===== config.mk =====
export PLATFORM = sky130hd
export DESIGN_NAME = branch_resolve_unit
export DESIGN_NICKNAME = d
export VERILOG_FILES = /design/src/rtl/branch_resolve_unit.sv
export SDC_FILE = /design/constraint.sdc
export NUM_CORES = 1
export LEC_CHECK = 0
export CORE_ASPECT_RATIO = 1.2
export CORE_MARGIN = 8
export CORE_UTILIZATION = 40
export CTS_CLUSTER_SIZE = 12
export DETAILED_ROUTE_END_ITERATION = 10
export PLACE_DENSITY = 0.71
export SLEW_MARGIN = 20
export SYNTH_ARGS = -nofsm -noshare
export SYNTH_HDL_FRONTEND = slang
export SYNTH_SLANG_ARGS = --single-unit

===== constraint.sdc =====
create_clock -name clk -period 2.5 [get_ports clk]
set_input_delay 0.625 -clock clk [delete_from_list [all_inputs] [get_ports clk]]
set_output_delay 0.625 -clock clk [all_outputs]
set_load 0.05 [all_outputs]

===== src/rtl/branch_resolve_unit.sv =====
// Registered branch resolution stage: evaluates the RISC-V branch condition on rs1/rs2,
// computes target and redirect PC, flags mispredicts and keeps saturating performance counters.
module branch_resolve_unit #(
    parameter int XLEN       = 32,
    parameter int CNT_W      = 16,
    parameter int ILEN_BYTES = 4
) (
    input  logic             clk,
    input  logic             rst_n,
    input  logic             in_valid,
    output logic             in_ready,
    input  logic [2:0]       funct3,
    input  logic [XLEN-1:0]  rs1,
    input  logic [XLEN-1:0]  rs2,
    input  logic [XLEN-1:0]  pc,
    input  logic [XLEN-1:0]  imm,
    input  logic             pred_taken,
    input  logic             flush,
    output logic             out_valid,
    input  logic             out_ready,
    output logic             out_taken,
    output logic [XLEN-1:0]  out_target,
    output logic             out_mispredict,
    output logic [XLEN-1:0]  out_redirect_pc,
    output logic             out_illegal,
    input  logic             cnt_clear,
    output logic [CNT_W-1:0] cnt_branches,
    output logic [CNT_W-1:0] cnt_mispredicts
);

    localparam int NUM_CNT = 2;

    logic             out_valid_reg;
    logic             out_taken_reg;
    logic [XLEN-1:0]  out_target_reg;
    logic             out_mispredict_reg;
    logic [XLEN-1:0]  out_redirect_pc_reg;
    logic             out_illegal_reg;

    logic             taken_next;
    logic             illegal_next;
    logic             mispredict_next;
    logic [XLEN-1:0]  target_next;
    logic [XLEN-1:0]  fall_through;
    logic [XLEN-1:0]  redirect_next;

    logic             eq;
    logic             lt_s;
    logic             lt_u;
    logic             capture;
    logic             handshake;

    logic [CNT_W-1:0] cnt_reg  [NUM_CNT];
    logic [CNT_W-1:0] cnt_next [NUM_CNT];
    logic             cnt_inc  [NUM_CNT];

    // Direct full-width comparisons; no ALU flags involved.
    assign eq   = (rs1 == rs2);
    assign lt_s = ($signed(rs1) < $signed(rs2));
    assign lt_u = (rs1 < rs2);

    always_comb begin
        taken_next   = 1'b0;
        illegal_next = 1'b0;
        case (funct3)
            3'b000:  taken_next = eq;
            3'b001:  taken_next = ~eq;
            3'b100:  taken_next = lt_s;
            3'b101:  taken_next = ~lt_s;
            3'b110:  taken_next = lt_u;
            3'b111:  taken_next = ~lt_u;
            default: illegal_next = 1'b1;
        endcase
    end

    // Address arithmetic wraps modulo 2^XLEN by construction.
    assign target_next     = pc + imm;
    assign fall_through    = pc + XLEN'(ILEN_BYTES);
    assign redirect_next   = taken_next ? target_next : fall_through;
    assign mispredict_next = ~illegal_next & (taken_next ^ pred_taken);

    assign in_ready  = ~out_valid_reg | out_ready;
    assign capture   = in_valid & in_ready & ~flush;
    assign handshake = out_valid_reg & out_ready & ~out_illegal_reg;

    always_ff @(posedge clk or negedge rst_n) begin
        if (!rst_n) begin
            out_valid_reg       <= 1'b0;
            out_taken_reg       <= 1'b0;
            out_target_reg      <= '0;
            out_mispredict_reg  <= 1'b0;
            out_redirect_pc_reg <= '0;
            out_illegal_reg     <= 1'b0;
        end else if (flush) begin
            out_valid_reg <= 1'b0;
        end else if (capture) begin
            out_valid_reg       <= 1'b1;
            out_taken_reg       <= taken_next;
            out_target_reg      <= target_next;
            out_mispredict_reg  <= mispredict_next;
            out_redirect_pc_reg <= redirect_next;
            out_illegal_reg     <= illegal_next;
        end else if (out_ready) begin
            out_valid_reg <= 1'b0;
        end
    end

    assign cnt_inc[0] = handshake;
    assign cnt_inc[1] = handshake & out_mispredict_reg;

    // Clear beats increment; increments stop at all-ones.
    genvar gi;
    generate
        for (gi = 0; gi < NUM_CNT; gi++) begin : g_cnt
            assign cnt_next[gi] = cnt_clear ? '0 :
                                  (cnt_inc[gi] && (cnt_reg[gi] != {CNT_W{1'b1}})) ?
                                  cnt_reg[gi] + 1'b1 : cnt_reg[gi];

            always_ff @(posedge clk or negedge rst_n) begin
                if (!rst_n) begin
                    cnt_reg[gi] <= '0;
                end else begin
                    cnt_reg[gi] <= cnt_next[gi];
                end
            end
        end
    endgenerate

    assign out_valid       = out_valid_reg;
    assign out_taken       = out_taken_reg;
    assign out_target      = out_target_reg;
    assign out_mispredict  = out_mispredict_reg;
    assign out_redirect_pc = out_redirect_pc_reg;
    assign out_illegal     = out_illegal_reg;
    assign cnt_branches    = cnt_reg[0];
    assign cnt_mispredicts = cnt_reg[1];

endmodule


==> impl_metrics.py <==
metrics = {
    "critical_path": {
        "path_buf_inv": 5,
        "cp_max_fo": 7,
        "arrival_ns": 3.34,
        "startpoint": "rs2[21]",
        "worstSetupPathType": "in -> reg",
        "r2r-start": "cnt_mispredicts[7]",
        "cp-end-kind": "flip-flop",
        "start_kind": "input port",
        "cp_cell_sequence": "buf_6 -> inv_4 -> ha_4 -> a21o_1 -> a221o_1 -> a221oi_2 -> o21bai_4 -> buf_4 -> a21oi_4 -> o22ai_2 -> nor4_4 -> buf_6 -> buf_16 -> nor2_4 -> a221o_1",
        "r2r_setup_slack_ns": 0.26,
        "critPathTopFamily": "compound AO/OA/AOI/OAI gates",
        "critPathMaxStageDelay_ns": 0.36,
        "cpMaxStageDelayCell": "a221o_1",
        "crit_required_ns": 2.75,
    },
    "placed_design": {
        "place_ws_ns": -1.43,
        "io_buffers": 238,
        "placed_cell_area_sq_um": 11600,
        "place_congestion": 0.914,
        "dp_hpwl_um": 20600,
    },
    "yosys": {
        "synth_cell_types": 65,
        "syn_nets": 1070,
        "ys_ff_latch": 100,
        "yosys_most_used_dff": "dfrtp_1",
        "syn-instance-count": 865,
        "ys_warn_count": 0,
        "synth_top_cell_area_share_pct": 34.1,
        "synth_top_cell_by_area": "dfrtp_1",
        "synth-edff-count": 0,
        "synth.area.top_cells": "dfrtp_1 (34%), ha_1 (11%), nand2_1 (5.7%), xnor2_1 (5.0%), xor2_1 (4.6%)",
        "syn_area_per_cell_sq_um": 8.49,
        "async_reset_ff_share_pct": 100,
        "ys_seq_area_share_pct": 34.1,
        "syn_area_sq_um": 7350,
    },
    "clock_tree": {
        "cts_tree": "yes",
        "numCtsBuffers": 9,
        "postCtsHoldBufs": 0,
        "cts-root-buf": "clkbuf_16",
        "clockBufferDepth": 2,
        "htree_num_levels": 3,
        "clk_pin_slew_worst_paths_ns": 0.08,
        "worstSkewPairLatency_ns": 0.36,
        "clock-sinks": 100,
    },
    "sta": {
        "relSlewSlack_pct": 56.4,
        "worst_slack_ns": -0.595,
        "hold_violations": 0,
        "setup_violations": 41,
        "tightest_slew_ns": 0.652,
        "rsz0062_at_grt": "true",
        "period_minus_slack_ns": 3.10,
        "finClkSkew_ns": 0.0101,
        "period_share_pct": 124,
        "slew_viol_final": 0,
        "tns_ns": -18.16,
        "max_freq_mhz": 323,
    },
    "routing": {
        "ant_nets": 0,
        "drt-total-wl_um": 29400,
        "routedWlPerCell_um": 19.0,
        "drtIter0Drc": 535,
        "drc": 0,
        "firstDrtPassIters": 5,
        "avgViaCountPerCell": 5.54,
        "routed-via-count": 8545,
    },
    "die": {
        "start_util_pct": 40.6,
        "die-width_um": 140,
        "dieArea_sq_um": 23000,
        "core_area_sq_um": 18100,
        "die_y_um": 164,
        "io_pins": 239,
        "row_count": 54,
    },
    "global_routing": {
        "grt_overflow": 0,
        "grt_util_met1_pct": 26.7,
        "met3_usage_pct": 5.52,
        "track_usage_pct": 24.6,
        "met2_usage_pct": 45.4,
        "antenna_found_initial": 0,
        "grt_first_pass_wirelength_um": 45700,
        "grt_max_degree": 48,
        "grt_pass1_vias": 8984,
        "top_usage_layer": "met2",
    },
    "run": {
        "drv_cap": 0,
    },
    "cells_and_area": {
        "nNetsFinal": 1519,
        "final_common_cell": "buf_4",
        "diodes": 0,
        "area_delta_synth_final_pct": 83.0,
        "layout-drive-gt1-share_pct": 41.3,
        "postLayoutCellArea_sq_um": 13400,
        "layout_common_cells": "buf_4 (204), clkdlybuf4s50_1 (133), nand2_1 (103), dfrtp_1 (98), nor2_1 (80)",
    },
    "power": {
        "p_per_area_nw_per_um2": 541,
        "peakVddDrop_uv": 435,
        "leakagePower_nw": 5.97,
    },
    "status": {
        "status": "finished, violations left",
        "violations": "setup timing",
    },
    "hold_path": {
        "min_path_type": "in -> async",
    },
}
[synth_stat cells (all sizes together) (20+ instances only)]
cell type and instances:
nand2 111, dfrtp 100, nor2 84, ha 66, a21oi 51, inv 50, o21ai 45, xnor2 42
nand3 40, xor2 39, nand4 20
[cell type report]
cell class	instances	area, sq um
clock buffers	9	225
flip-flops and latches	100	2500
multi-input cells	686	6040
repair buffers	467	4120
well taps	224	280
clock inverters	7	57.6
fillers	1236	4660
inverters	50	210
[power by group]
part	total, mW	switching [mW]	internal, mW
clock network	1.38	0.693	0.690
registers	2.05	0.180	1.87
logic	3.84	2.19	1.66
[repair_timing]
| item | CTS | global route |
|---|---|---|
| buffers inserted | 34 | 15 |
| gates resized for setup | 438 | 137 |
| gates cloned | 4 | 0 |
| setup endpoints to repair | 56 | 52 |
| pin swaps | 106 | 91 |
[layer usage]
metal,vias to the layer above,wire length (um)
met5,-,0
met4,0,1280
met3,106,1780
met2,313,15100
met1,4143,11200
li1,3983,-
[metrics by stage]
stage          cells  hold WS (ns)  util (%)  power [mW]
2_1_floorplan    865         0.329         -        3.87
3_3_place_gp    1484         0.460      64.3        5.28
3_5_place_dp    1484         0.463      64.3        5.32
4_1_cts         1534         0.273      72.7        7.10
5_1_grt         1543         0.297      74.2        7.61
6_report        1543         0.254      74.2        7.27
[kinds of logic after synthesis]
family / count (synthesis) / synth area share [%]
simple gates: 334 / 21.6
compound gates: 194 / 17.4
flops: 100 / 34.1
xor+xnor: 81 / 9.66
buf+inv: 80 / 4.43
fa+ha+maj: 67 / 11.5
mux: 9 / 1.31
[final timing paths]
check / endpoint / cells past startpoint
worst max-delay path: out_redirect_pc[17] / 15
worst max register to register: cnt_mispredicts[10] / 9
worst min-delay path: cnt_mispredicts[4] / 1
max in group asynchronous: out_redirect_pc[6] / 2
min in group clk: out_target[5] / 2
worst min register to register: out_target[5] / 2
Note: power is estimated with default switching activity, not from simulation.
